`src/rtl/pipeline_hazard_ctrl_if.sv`:
```
// pipeline_hazard_ctrl_if: ID/EX/MEM hazard inputs and pipeline control outputs
interface pipeline_hazard_ctrl_if;
  logic [5:0]  opcode_id;
  logic [4:0]  reg1_id;
  logic [4:0]  reg2_id;
  logic [4:0]  ex_dst;
  logic        ex_wb;
  logic        ex_is_load;
  logic [4:0]  mem_dst;
  logic        mem_wb;
  logic        branch_taken_ex;
  logic        pc_en;
  logic        ifid_en;
  logic        ifid_flush;
  logic        idex_flush;
  logic [1:0]  state_o;
  logic [15:0] stall_cnt;
  logic [15:0] flush_cnt;
  logic        stall_timeout;
  modport master (
    output opcode_id, reg1_id, reg2_id, ex_dst, ex_wb, ex_is_load, mem_dst, mem_wb, branch_taken_ex,
    input  pc_en, ifid_en, ifid_flush, idex_flush, state_o, stall_cnt, flush_cnt, stall_timeout
  );
  modport slave (
    input  opcode_id, reg1_id, reg2_id, ex_dst, ex_wb, ex_is_load, mem_dst, mem_wb, branch_taken_ex,
    output pc_en, ifid_en, ifid_flush, idex_flush, state_o, stall_cnt, flush_cnt, stall_timeout
  );
endinterface

```
`src/rtl/pipeline_hazard_ctrl.sv`:
```
// pipeline_hazard_ctrl: MIPS 5-stage hazard detection, stall/flush sequencing and statistics
module pipeline_hazard_ctrl #(
  parameter bit FORWARDING   = 1'b1,
  parameter int FLUSH_CYCLES = 1,
  parameter int STALL_MAX    = 15
) (
  input logic clk,
  input logic rst,
  pipeline_hazard_ctrl_if.slave bus
);
  typedef enum logic [1:0] {RUN = 2'd0, STALL = 2'd1, FLUSH = 2'd2} state_t;
  localparam logic [2:0] FLUSH_RELOAD = 3'(FLUSH_CYCLES - 1);
  localparam logic [7:0] STALL_LIMIT  = 8'(STALL_MAX);
  state_t      r_state, w_next;
  logic [2:0]  r_fcnt, w_fcnt_next;
  logic [7:0]  r_consec, w_consec_next;
  logic [15:0] r_stall_cnt, r_flush_cnt;
  logic        r_timeout;
  logic        w_rs_used, w_rt_used, w_haz, w_stall;
  logic        w_pc_en, w_ifid_en, w_ifid_flush, w_idex_flush;
  function automatic logic src_hazard(input logic [4:0] s, input logic [4:0] ed, input logic ew,
                                      input logic ld, input logic [4:0] md, input logic mw);
    return (s != 5'd0) & (FORWARDING ? (ew & ld & (ed == s)) : ((ew & (ed == s)) | (mw & (md == s))));
  endfunction
  assign w_rs_used = !(bus.opcode_id == 6'b000010 || bus.opcode_id == 6'b000011);
  assign w_rt_used = bus.opcode_id == 6'b000000 || bus.opcode_id == 6'b101011 ||
                     bus.opcode_id == 6'b000100 || bus.opcode_id == 6'b000101;
  assign w_haz = (w_rs_used & src_hazard(bus.reg1_id, bus.ex_dst, bus.ex_wb, bus.ex_is_load, bus.mem_dst, bus.mem_wb)) |
                 (w_rt_used & src_hazard(bus.reg2_id, bus.ex_dst, bus.ex_wb, bus.ex_is_load, bus.mem_dst, bus.mem_wb));
  // Next state and Mealy controls: branch beats everything, FLUSH masks hazards, else stall on hazard
  always_comb begin
    w_next       = RUN;
    w_fcnt_next  = r_fcnt;
    w_pc_en      = 1'b1;
    w_ifid_en    = 1'b1;
    w_ifid_flush = 1'b0;
    w_idex_flush = 1'b0;
    w_stall      = 1'b0;
    if (bus.branch_taken_ex) begin
      w_ifid_flush = 1'b1;
      w_idex_flush = 1'b1;
      w_next       = FLUSH;
      w_fcnt_next  = FLUSH_RELOAD;
    end else if (r_state == FLUSH) begin
      w_ifid_flush = 1'b1;
      w_idex_flush = 1'b1;
      w_next       = (r_fcnt == 3'd0) ? RUN : FLUSH;
      w_fcnt_next  = (r_fcnt == 3'd0) ? 3'd0 : r_fcnt - 3'd1;
    end else if (w_haz) begin
      w_pc_en      = 1'b0;
      w_ifid_en    = 1'b0;
      w_idex_flush = 1'b1;
      w_next       = STALL;
      w_stall      = 1'b1;
    end
  end
  assign w_consec_next = w_stall ? ((r_consec == 8'hFF) ? r_consec : r_consec + 8'd1) : 8'd0;
  // State, flush countdown, saturating statistics and sticky watchdog
  always_ff @(posedge clk) begin
    if (rst) begin
      r_state     <= RUN;
      r_fcnt      <= 3'd0;
      r_consec    <= 8'd0;
      r_stall_cnt <= 16'd0;
      r_flush_cnt <= 16'd0;
      r_timeout   <= 1'b0;
    end else begin
      r_state     <= w_next;
      r_fcnt      <= w_fcnt_next;
      r_consec    <= w_consec_next;
      r_stall_cnt <= (w_stall && r_stall_cnt != 16'hFFFF) ? r_stall_cnt + 16'd1 : r_stall_cnt;
      r_flush_cnt <= (bus.branch_taken_ex && r_flush_cnt != 16'hFFFF) ? r_flush_cnt + 16'd1 : r_flush_cnt;
      r_timeout   <= r_timeout | (w_stall & (w_consec_next >= STALL_LIMIT));
    end
  end
  assign bus.pc_en         = ~rst & w_pc_en;
  assign bus.ifid_en       = ~rst & w_ifid_en;
  assign bus.ifid_flush    = rst | w_ifid_flush;
  assign bus.idex_flush    = rst | w_idex_flush;
  assign bus.state_o       = r_state;
  assign bus.stall_cnt     = r_stall_cnt;
  assign bus.flush_cnt     = r_flush_cnt;
  assign bus.stall_timeout = r_timeout;
endmodule

```
`src/flat_wrapper.sv`:
```
// flat-port wrapper written by rule: the top's interface ports become plain ports
module pipeline_hazard_ctrl_flat 
#(
  parameter bit FORWARDING   = 1'b1,
  parameter int FLUSH_CYCLES = 1,
  parameter int STALL_MAX    = 15
)
  (clk, rst, bus_opcode_id, bus_reg1_id, bus_reg2_id, bus_ex_dst, bus_ex_wb, bus_ex_is_load, bus_mem_dst, bus_mem_wb, bus_branch_taken_ex, bus_pc_en, bus_ifid_en, bus_ifid_flush, bus_idex_flush, bus_state_o, bus_stall_cnt, bus_flush_cnt, bus_stall_timeout);
  pipeline_hazard_ctrl_if bus_i ();
  input logic clk;
  input logic rst;
  input wire logic [$bits(bus_i.opcode_id)-1:0] bus_opcode_id;
  input wire logic [$bits(bus_i.reg1_id)-1:0] bus_reg1_id;
  input wire logic [$bits(bus_i.reg2_id)-1:0] bus_reg2_id;
  input wire logic [$bits(bus_i.ex_dst)-1:0] bus_ex_dst;
  input wire logic [$bits(bus_i.ex_wb)-1:0] bus_ex_wb;
  input wire logic [$bits(bus_i.ex_is_load)-1:0] bus_ex_is_load;
  input wire logic [$bits(bus_i.mem_dst)-1:0] bus_mem_dst;
  input wire logic [$bits(bus_i.mem_wb)-1:0] bus_mem_wb;
  input wire logic [$bits(bus_i.branch_taken_ex)-1:0] bus_branch_taken_ex;
  output wire logic [$bits(bus_i.pc_en)-1:0] bus_pc_en;
  output wire logic [$bits(bus_i.ifid_en)-1:0] bus_ifid_en;
  output wire logic [$bits(bus_i.ifid_flush)-1:0] bus_ifid_flush;
  output wire logic [$bits(bus_i.idex_flush)-1:0] bus_idex_flush;
  output wire logic [$bits(bus_i.state_o)-1:0] bus_state_o;
  output wire logic [$bits(bus_i.stall_cnt)-1:0] bus_stall_cnt;
  output wire logic [$bits(bus_i.flush_cnt)-1:0] bus_flush_cnt;
  output wire logic [$bits(bus_i.stall_timeout)-1:0] bus_stall_timeout;
  assign bus_i.opcode_id = bus_opcode_id;
  assign bus_i.reg1_id = bus_reg1_id;
  assign bus_i.reg2_id = bus_reg2_id;
  assign bus_i.ex_dst = bus_ex_dst;
  assign bus_i.ex_wb = bus_ex_wb;
  assign bus_i.ex_is_load = bus_ex_is_load;
  assign bus_i.mem_dst = bus_mem_dst;
  assign bus_i.mem_wb = bus_mem_wb;
  assign bus_i.branch_taken_ex = bus_branch_taken_ex;
  assign bus_pc_en = bus_i.pc_en;
  assign bus_ifid_en = bus_i.ifid_en;
  assign bus_ifid_flush = bus_i.ifid_flush;
  assign bus_idex_flush = bus_i.idex_flush;
  assign bus_state_o = bus_i.state_o;
  assign bus_stall_cnt = bus_i.stall_cnt;
  assign bus_flush_cnt = bus_i.flush_cnt;
  assign bus_stall_timeout = bus_i.stall_timeout;
  pipeline_hazard_ctrl #(.FORWARDING(FORWARDING), .FLUSH_CYCLES(FLUSH_CYCLES), .STALL_MAX(STALL_MAX)) u_core (.clk(clk), .rst(rst), .bus(bus_i));
endmodule
```
`config.mk`:
```
export PLATFORM = sky130hd
export DESIGN_NAME = pipeline_hazard_ctrl_flat
export DESIGN_NICKNAME = d
export VERILOG_FILES = /design/src/rtl/pipeline_hazard_ctrl_if.sv /design/src/rtl/pipeline_hazard_ctrl.sv /design/src/flat_wrapper.sv
export SDC_FILE = /design/constraint.sdc
export NUM_CORES = 1
export LEC_CHECK = 0
export ABC_CLOCK_PERIOD_IN_PS = 2700
export CAP_MARGIN = 20
export CORE_MARGIN = 2
export CORE_UTILIZATION = 48
export DETAILED_ROUTE_END_ITERATION = 10
export PLACE_DENSITY = 0.8
export SYNTH_ARGS = -nofsm -noshare
export SYNTH_HDL_FRONTEND = slang
export SYNTH_SLANG_ARGS = --single-unit
```
`constraint.sdc`:
```
create_clock -name clk -period 2.7 [get_ports clk]
set_input_delay 0.54 -clock clk [delete_from_list [all_inputs] [get_ports clk]]
set_output_delay 0.54 -clock clk [all_outputs]
set_load 0.02 [all_outputs]
```
==> qor.txt, run 1 <==
Ratio of total power to cell area - 357 nW/µm²
Latest clock arrival within the worst-skew pair - 0.30 ns
Gate count after technology mapping - 308
Clock buffers created by TritonCTS - 5
Die Ht - 76.5 µm
CTS tree - done
Weighted congestion reported at the end of routability-driven placement - 0.849
Setup violators final - 0
Adder-cell share of the synthesized area - 2.48%
Dominant combinational cell family by area after synthesis - simple AND/OR/NAND/NOR gates
Reg clk slew, reported paths - 0.09 ns
Ordered cell list for the critical path - clkdlybuf4s50_1, buf_4, xor2_1, nor3_2, o2111a_1, nor2_2, nor2_1, nor2_2, buf_4
Number of H-tree levels - 2
Share of synthesized area occupied by flip-flops and latches - 36.5%
Non-filler instance count after layout - 456
Number of synthesized register bits - 46
Routed wire per std cell - 12.7 µm
Starting utilization of the core area - 49.5%
Via count of the first global-routing pass - 2282
Share of the synthesized area in the top cell type - 36.5%
Count of different cell masters after synthesis - 44
Deepest clock path buffer count - 2
Area of the multi-input gates - 1540 µm²
Primary flip-flop cell chosen by synthesis mapping - sky130_fd_sc_hd__dfxtp_1
Sum of routed wire length over all layers - 5790 µm
Number of diodes added for antenna fixing - 0
Vias per cell - 5.45
Crit start category - primary input
Total via count in the routed design - 2487
Top post-synthesis cells by area - sky130_fd_sc_hd__dfxtp_1, sky130_fd_sc_hd__nor2_1, sky130_fd_sc_hd__xor2_1
Worst slew margin - 59.0%
DPL Wire Length - 4310 µm
Aggregate global-route resource usage - 19.8%
Root buffer selected by CTS - sky130_fd_sc_hd__clkbuf_8
Setup Skew - 0.00513 ns
Number of top-level pins - 71
Async S/R FF share, synth - 0%
Worst setup EP type - output pin
Worst hold margin - 0.511 ns
Ratio of cells with drive above 1 in the final layout - 13.5%
Gr busiest metal - met2
Post-synthesis average cell area - 8.20 µm²
Layout overhead on the synthesized area - 37.7%
Count of unresolved DRC violations after routing - 0
End of the worst register-to-register path - u_core.bus.stall_cnt[0]
Pre-CTS setup slack - -0.446 ns
Post-route cell area - 3480 µm²
Post-cts hold buffer count - 0
Data required time at the worst endpoint - 2.16 ns
Period Utilization, post-route - 97.3%
Core region area - 5110 µm²
Most common library cell in the layout ignoring fill and taps - sky130_fd_sc_hd__clkdlybuf4s50_1
Critical path data arrival time - 2.09 ns
Maximum fanout along the worst path - 3
Number of filler cells placed in the layout - 445
Routing usage on met1 - 23.5%
Post-Synthesis Cell Area - 2530 µm²
Launch point of the worst path - bus_reg1_id[1]
Share of synthesized area spent on multiplexers - 5.89%
Largest stage delay on the critical path - 0.50 ns
Cell type contributing the most total cell area after synthesis - sky130_fd_sc_hd__dfxtp_1
Number of placed cells counting well taps - 447
Reg2Reg Depth - 6
Peak ir drop on the vdd network - 0.000198 V
Largest net degree at the start of global routing - 41
Final nets - 422
Met2 usage - 35.6%
Quantity of I/O buffers inserted on ports - 64
Lkg Pwr - 1.34 nW
Flop2flop setup slack - 0.64 ns
DRT iter0 DRCs - 103
Setup crit end - bus_ifid_en
Post-synth EDFFs - 0
Highest Clock Rate - 0.381 GHz
First-pass GRT wire length - 9720 µm
Core occupancy in the finished layout - 68.1%
Die Area - 5860 µm²
Final-report max-slew violation count - 0
Register Area - 921 µm²
Final WS setup - 0.0733 ns
Number of synthesis warnings - 0
Kind of path behind the tightest hold check - reg2reg
Number of antenna-violating nets in the routed design - 0
Reg2reg start - u_core.bus.stall_cnt[6]
Number of cell rows - 26
Die X-Extent - 76.5 µm
Placement-stage cell area - 3340 µm²
Post-synthesis compound-gate area fraction - 10.6%
Shortest period the worst path allows - 2.63 ns
Max-cap viol count - 0
Cell at the slowest stage of the critical path - sky130_fd_sc_hd__clkdlybuf4s50_1
Xor and xnor fraction of the mapped netlist area - 7.28%
Hold Violations, Final - 0
Number of antenna violations at the first check in global routing - 0
Startpoint of the most critical hold path - u_core.bus.stall_cnt[8]
Path type of the worst setup path - in2out
Remaining global-route overflow - 0
First-pass iteration count of the detailed router - 4
Total nets after synthesis - 345
Commonest cells after routing, fill and taps aside - sky130_fd_sc_hd__clkdlybuf4s50_1, sky130_fd_sc_hd__dfxtp_1, sky130_fd_sc_hd__nor2_1
Worst Tran Pin Value - 0.606 ns
Area share of and/or/nand/nor cells after synthesis - 33.4%
Result of the run - finished, final reports clean
Met3 demand-to-capacity share in global routing - 3.91%
Total clock sinks - 46
[repair_timing]
item | 4_1_cts | 5_1_grt
endpoints found under the hold margin | 0 | 0
pin swaps | 2 | 7
setup endpoints to repair | 3 | 5
gates cloned | 0 | 0
setup buffers | 1 | 0
gates resized for setup | 12 | 16
[synthesized netlist by cell type, types with 2 or more instances]
library cell               instances
sky130_fd_sc_hd__dfxtp_1          46
sky130_fd_sc_hd__a211oi_1          3
sky130_fd_sc_hd__a21oi_1          15
sky130_fd_sc_hd__and4_1            6
sky130_fd_sc_hd__a31oi_1           5
sky130_fd_sc_hd__nand2b_1          9
sky130_fd_sc_hd__nand3_1          16
sky130_fd_sc_hd__nor3_1           19
sky130_fd_sc_hd__buf_2             3
sky130_fd_sc_hd__or3_2             2
sky130_fd_sc_hd__clkbuf_1         10
sky130_fd_sc_hd__nand4_1           8
sky130_fd_sc_hd__o31ai_1           6
sky130_fd_sc_hd__nor4_1            9
sky130_fd_sc_hd__mux2_2            7
sky130_fd_sc_hd__xor2_1           15
sky130_fd_sc_hd__or4_1             7
sky130_fd_sc_hd__xnor2_1           6
sky130_fd_sc_hd__or3_1             2
sky130_fd_sc_hd__and3_1            8
sky130_fd_sc_hd__nor2b_1           9
sky130_fd_sc_hd__nor2_1           35
sky130_fd_sc_hd__and2_1            2
sky130_fd_sc_hd__mux2i_1           7
sky130_fd_sc_hd__o21ai_0           6
sky130_fd_sc_hd__inv_1             7
sky130_fd_sc_hd__ha_1              5
sky130_fd_sc_hd__nand2_1          19
[report_power, final]
| part | internal [mW] | switching, mW | leakage [nW] | total, mW |
|---|---|---|---|---|
| registers | 0.682 | 0.00390 | 0.371 | 0.686 |
| clock network | 0.182 | 0.241 | 0.0441 | 0.423 |
| logic | 0.0712 | 0.0623 | 0.923 | 0.134 |
| total | 0.935 | 0.308 | 1.34 | 1.24 |
[stage by stage]
step                setup TNS, ns  power, mW
floorplan                       0      0.756
global placement            -1.69      0.832
detailed placement          -2.04      0.835
CTS                             0       1.26
global route          -0.00000577       1.29
finish                          0       1.24
[critical path: cells and delay by family]
kind / cells / cell delay [ns]
buffers and inverters: 3 / 0.79
AND/OR/NAND/NOR: 4 / 0.43
AO/OA/AOI/OAI: 1 / 0.17
XOR/XNOR: 1 / 0.16
[routing by layer]
layer | share of wire [%] | up-vias
met5 | 0 | -
met4 | 1.6 | 0
met3 | 3.4 | 9
met2 | 51 | 51
met1 | 44 | 1170
li1 | - | 1257
[sequential cells by signal (all words and copies together), names as in the netlist]
register,count
u_core.bus.stall_cnt,16
u_core.r_fcnt,3
u_core.bus.flush_cnt,16
u_core.bus.stall_timeout,1
u_core.bus.state_o,2
u_core.r_consec,8
[cell type report]
cell class / instances / area share [%]
clock buffers: 5 / 1.98
clock inverters: 3 / 0.612
inverters: 7 / 0.755
well taps: 70 / 2.52
multi-input cells: 240 / 44.2
repair buffers: 85 / 23.5
flip-flops and latches: 46 / 26.5
[worst min path at each step]
stage	endpoint	slack (ns)	cells past startpoint
after floorplan	u_core.r_fcnt[1]	0.46	2
after global placement	u_core.r_fcnt[1]	0.47	2
after detailed placement	u_core.bus.stall_cnt[8]	0.50	2
after CTS	u_core.bus.stall_cnt[8]	0.51	2
after global routing	u_core.bus.stall_cnt[9]	0.53	2
final	u_core.bus.stall_cnt[8]	0.51	2
[logic make-up after synthesis]
group | after synthesis
buffers and inverters | 22
flip-flops | 46
XOR/XNOR | 21
multiplexers | 14
AND/OR/NAND/NOR | 157
adder cells (fa/ha/maj) | 5
AO/OA/AOI/OAI | 43
Power figures use the tool's default switching activity.
==> run 2, diff against run 1 <==
--- a/config.mk
+++ b/config.mk
@@ -8,9 +8,10 @@
 export ABC_CLOCK_PERIOD_IN_PS = 2700
 export CAP_MARGIN = 20
 export CORE_MARGIN = 2
-export CORE_UTILIZATION = 48
+export CORE_UTILIZATION = 50
+export CTS_BUF_LIST = sky130_fd_sc_hd__clkbuf_8
 export DETAILED_ROUTE_END_ITERATION = 10
-export PLACE_DENSITY = 0.8
+export PLACE_DENSITY = 0.83
 export SYNTH_ARGS = -nofsm -noshare
 export SYNTH_HDL_FRONTEND = slang
 export SYNTH_SLANG_ARGS = --single-unit
==> qor.txt, run 2 (same netlist as run 1, synthesis figures left out) <==
Commonest cells after routing, fill and taps aside - sky130_fd_sc_hd__clkdlybuf4s50_1, sky130_fd_sc_hd__dfxtp_1, sky130_fd_sc_hd__nor2_1
Number of H-tree levels - 2 (unchanged)
Remaining global-route overflow - 0 (unchanged)
Die Ht - 75.1 µm (-1.9%)
Number of top-level pins - 71 (unchanged)
Number of antenna-violating nets in the routed design - 0 (unchanged)
Final total power - 1.21 mW (-2.3%)
First-pass GRT wire length - 9880 µm (+1.6%)
Kind of path behind the tightest hold check - reg2reg
Post-cts hold buffer count - 0 (unchanged)
Via count of the first global-routing pass - 2342 (+2.6%)
Most common library cell in the layout ignoring fill and taps - sky130_fd_sc_hd__clkdlybuf4s50_1
Routed wire per std cell - 13.0 µm (+2.1%)
Number of placed cells counting well taps - 444 (-0.67%)
Number of diodes added for antenna fixing - 0 (unchanged)
Total clock sinks - 46 (unchanged)
Crit start category - primary input
Maximum fanout along the worst path - 3 (unchanged)
Sum of routed wire length over all layers - 5850 µm (+0.95%)
Layout overhead on the synthesized area - 36.2%
Vias per cell - 5.48 (+0.46%)
CTS tree - done
Highest Clock Rate - 0.379 GHz (-0.56%)
Final nets - 421 (-0.24%)
Final WS setup - 0.0584 ns (-0.0149 ns)
Reg clk slew, reported paths - 0.08 ns (about the same)
Core region area - 4790 µm² (-6.3%)
Data required time at the worst endpoint - 2.16 ns (about the same)
Switching power total - 0.286 mW (-7.1%)
Number of cell rows - 25 (-3.8%)
Lkg Pwr - 1.26 nW (-6.0%)
Critical path data arrival time - 2.10 ns (about the same)
Ratio of total power to cell area - 353 nW/µm² (-1.2%)
Count of unresolved DRC violations after routing - 0 (unchanged)
Combinational fraction of design power - 10.9% (+0.2 points)
Deepest clock path buffer count - 2 (unchanged)
Worst setup EP type - output pin
Period Utilization, post-route - 97.8% (+0.55 points)
Clock buffers created by TritonCTS - 5 (unchanged)
Total via count in the routed design - 2471 (-0.64%)
Placement-stage cell area - 3340 µm² (-0.11%)
Final-report max-slew violation count - 0 (unchanged)
Clock share of power - 32.5% (-1.6 points)
Pre-CTS setup slack - -0.423 ns (+0.0236 ns)
Largest net degree at the start of global routing - 35 (-15%)
Setup violators final - 0 (unchanged)
Max-cap viol count - 0 (unchanged)
Worst hold margin - 0.499 ns (-0.0119 ns)
Path type of the worst setup path - in2out
Switching power share of the total - 23.5% (-1.2 points)
Result of the run - finished, final reports clean
Shortest period the worst path allows - 2.64 ns (+0.0149 ns)
Root buffer selected by CTS - sky130_fd_sc_hd__clkbuf_8
DPL Wire Length - 4540 µm (+5.3%)
Worst slew margin - 52.0% (-7.0 points)
Die Area - 5640 µm² (-3.8%)
Starting utilization of the core area - 52.8% (+3.3 points)
Non-filler instance count after layout - 451 (-1.1%)
Aggregate global-route resource usage - 22.4% (+2.6 points)
Number of filler cells placed in the layout - 398 (-11%)
Latest clock arrival within the worst-skew pair - 0.30 ns (about the same)
Setup Skew - 0.00971 ns (+0.00457 ns)
Hold Violations, Final - 0 (unchanged)
Int Power - 0.928 mW (-0.72%)
Die X-Extent - 75.1 µm (-1.9%)
Peak ir drop on the vdd network - 0.000284 V (+44%)
Worst Tran Pin Value - 0.710 ns (+0.104 ns)
Reg power frac - 56.5% (+1.3 points)
First-pass iteration count of the detailed router - 4 (unchanged)
Ratio of cells with drive above 1 in the final layout - 13.0% (-0.45 points)
DRT iter0 DRCs - 154 (+50%)
Number of antenna violations at the first check in global routing - 0 (unchanged)
Post-route cell area - 3440 µm² (-1.1%)
Weighted congestion reported at the end of routability-driven placement - 0.847 (-0.15%)
Unrepaired setup endpoints after global routing - true
Quantity of I/O buffers inserted on ports - 64 (unchanged)
run 2: path summary, 6_finish.rpt:
path / end / start / cells past startpoint / slack, ns
hold reg to reg: u_core.bus.flush_cnt[1] / u_core.bus.flush_cnt[1] / 2 / 0.50
hold / removal: u_core.bus.flush_cnt[1] / u_core.bus.flush_cnt[1] / 2 / 0.50
setup reg to reg: u_core.bus.flush_cnt[0] / u_core.bus.flush_cnt[6] / 6 / 0.61
setup / recovery: bus_idex_flush / bus_opcode_id[3] / 7 / 0.06
run 2: power by group through the flow:
stage	Sequential, mW	Clock (mW)	Combinational [mW]
5_1_grt	0.687	0.433	0.145
4_1_cts	0.686	0.406	0.132
3_5_place_dp	0.702	0	0.133
2_1_floorplan	0.706	0	0.0499
3_3_place_gp	0.702	0	0.130
6_report	0.686	0.395	0.133
run 2: metrics by stage:
step | util (%) | TNS (ns)
2_1_floorplan | - | 0
3_3_place_gp | 69.8 | -1.50
3_5_place_dp | 69.8 | -1.90
4_1_cts | 71.3 | 0
5_1_grt | 71.9 | -0.00772
6_report | 71.9 | 0
run 2: per-layer routing:
layer | wire length (µm) | vias up | share of wire, % | global-route usage [%]
met5 | 0 | - | 0 | 0
met4 | 88 | 0 | 1.5 | 8.93
met3 | 297 | 8 | 5.1 | 4.95
met2 | 2900 | 69 | 50 | 38.9
met1 | 2560 | 1134 | 44 | 26.8
li1 | - | 1260 | - | -
run 2: area by class of cell:
type                            instances  area (µm²)  area share [%]
Multi-Input combinational cell        240        1540            44.7
Sequential cell                        46         921            26.8
Timing Repair Buffer                   84         792            23.0
Tap cell                               67        83.8            2.44
Clock buffer                            5        68.8            2.00
Inverter                                7        26.3           0.764
Clock inverter                          2        11.3           0.327
run 2: repair_timing:
item | 4_1_cts | 5_1_grt
buffers inserted | 0 | 0
pin swaps | 0 | 3
endpoints found under the setup margin | 3 | 3
gates resized for setup | 11 | 10
run 2: worst max-delay path: stages:
cell,delay [ns]
sky130_fd_sc_hd__clkdlybuf4s50_1,0.44
sky130_fd_sc_hd__or3_1,0.35
sky130_fd_sc_hd__mux2i_1,0.14
sky130_fd_sc_hd__and4_4,0.26
sky130_fd_sc_hd__nor2_4,0.05
sky130_fd_sc_hd__nand2_1,0.05
sky130_fd_sc_hd__clkdlybuf4s15_2,0.26
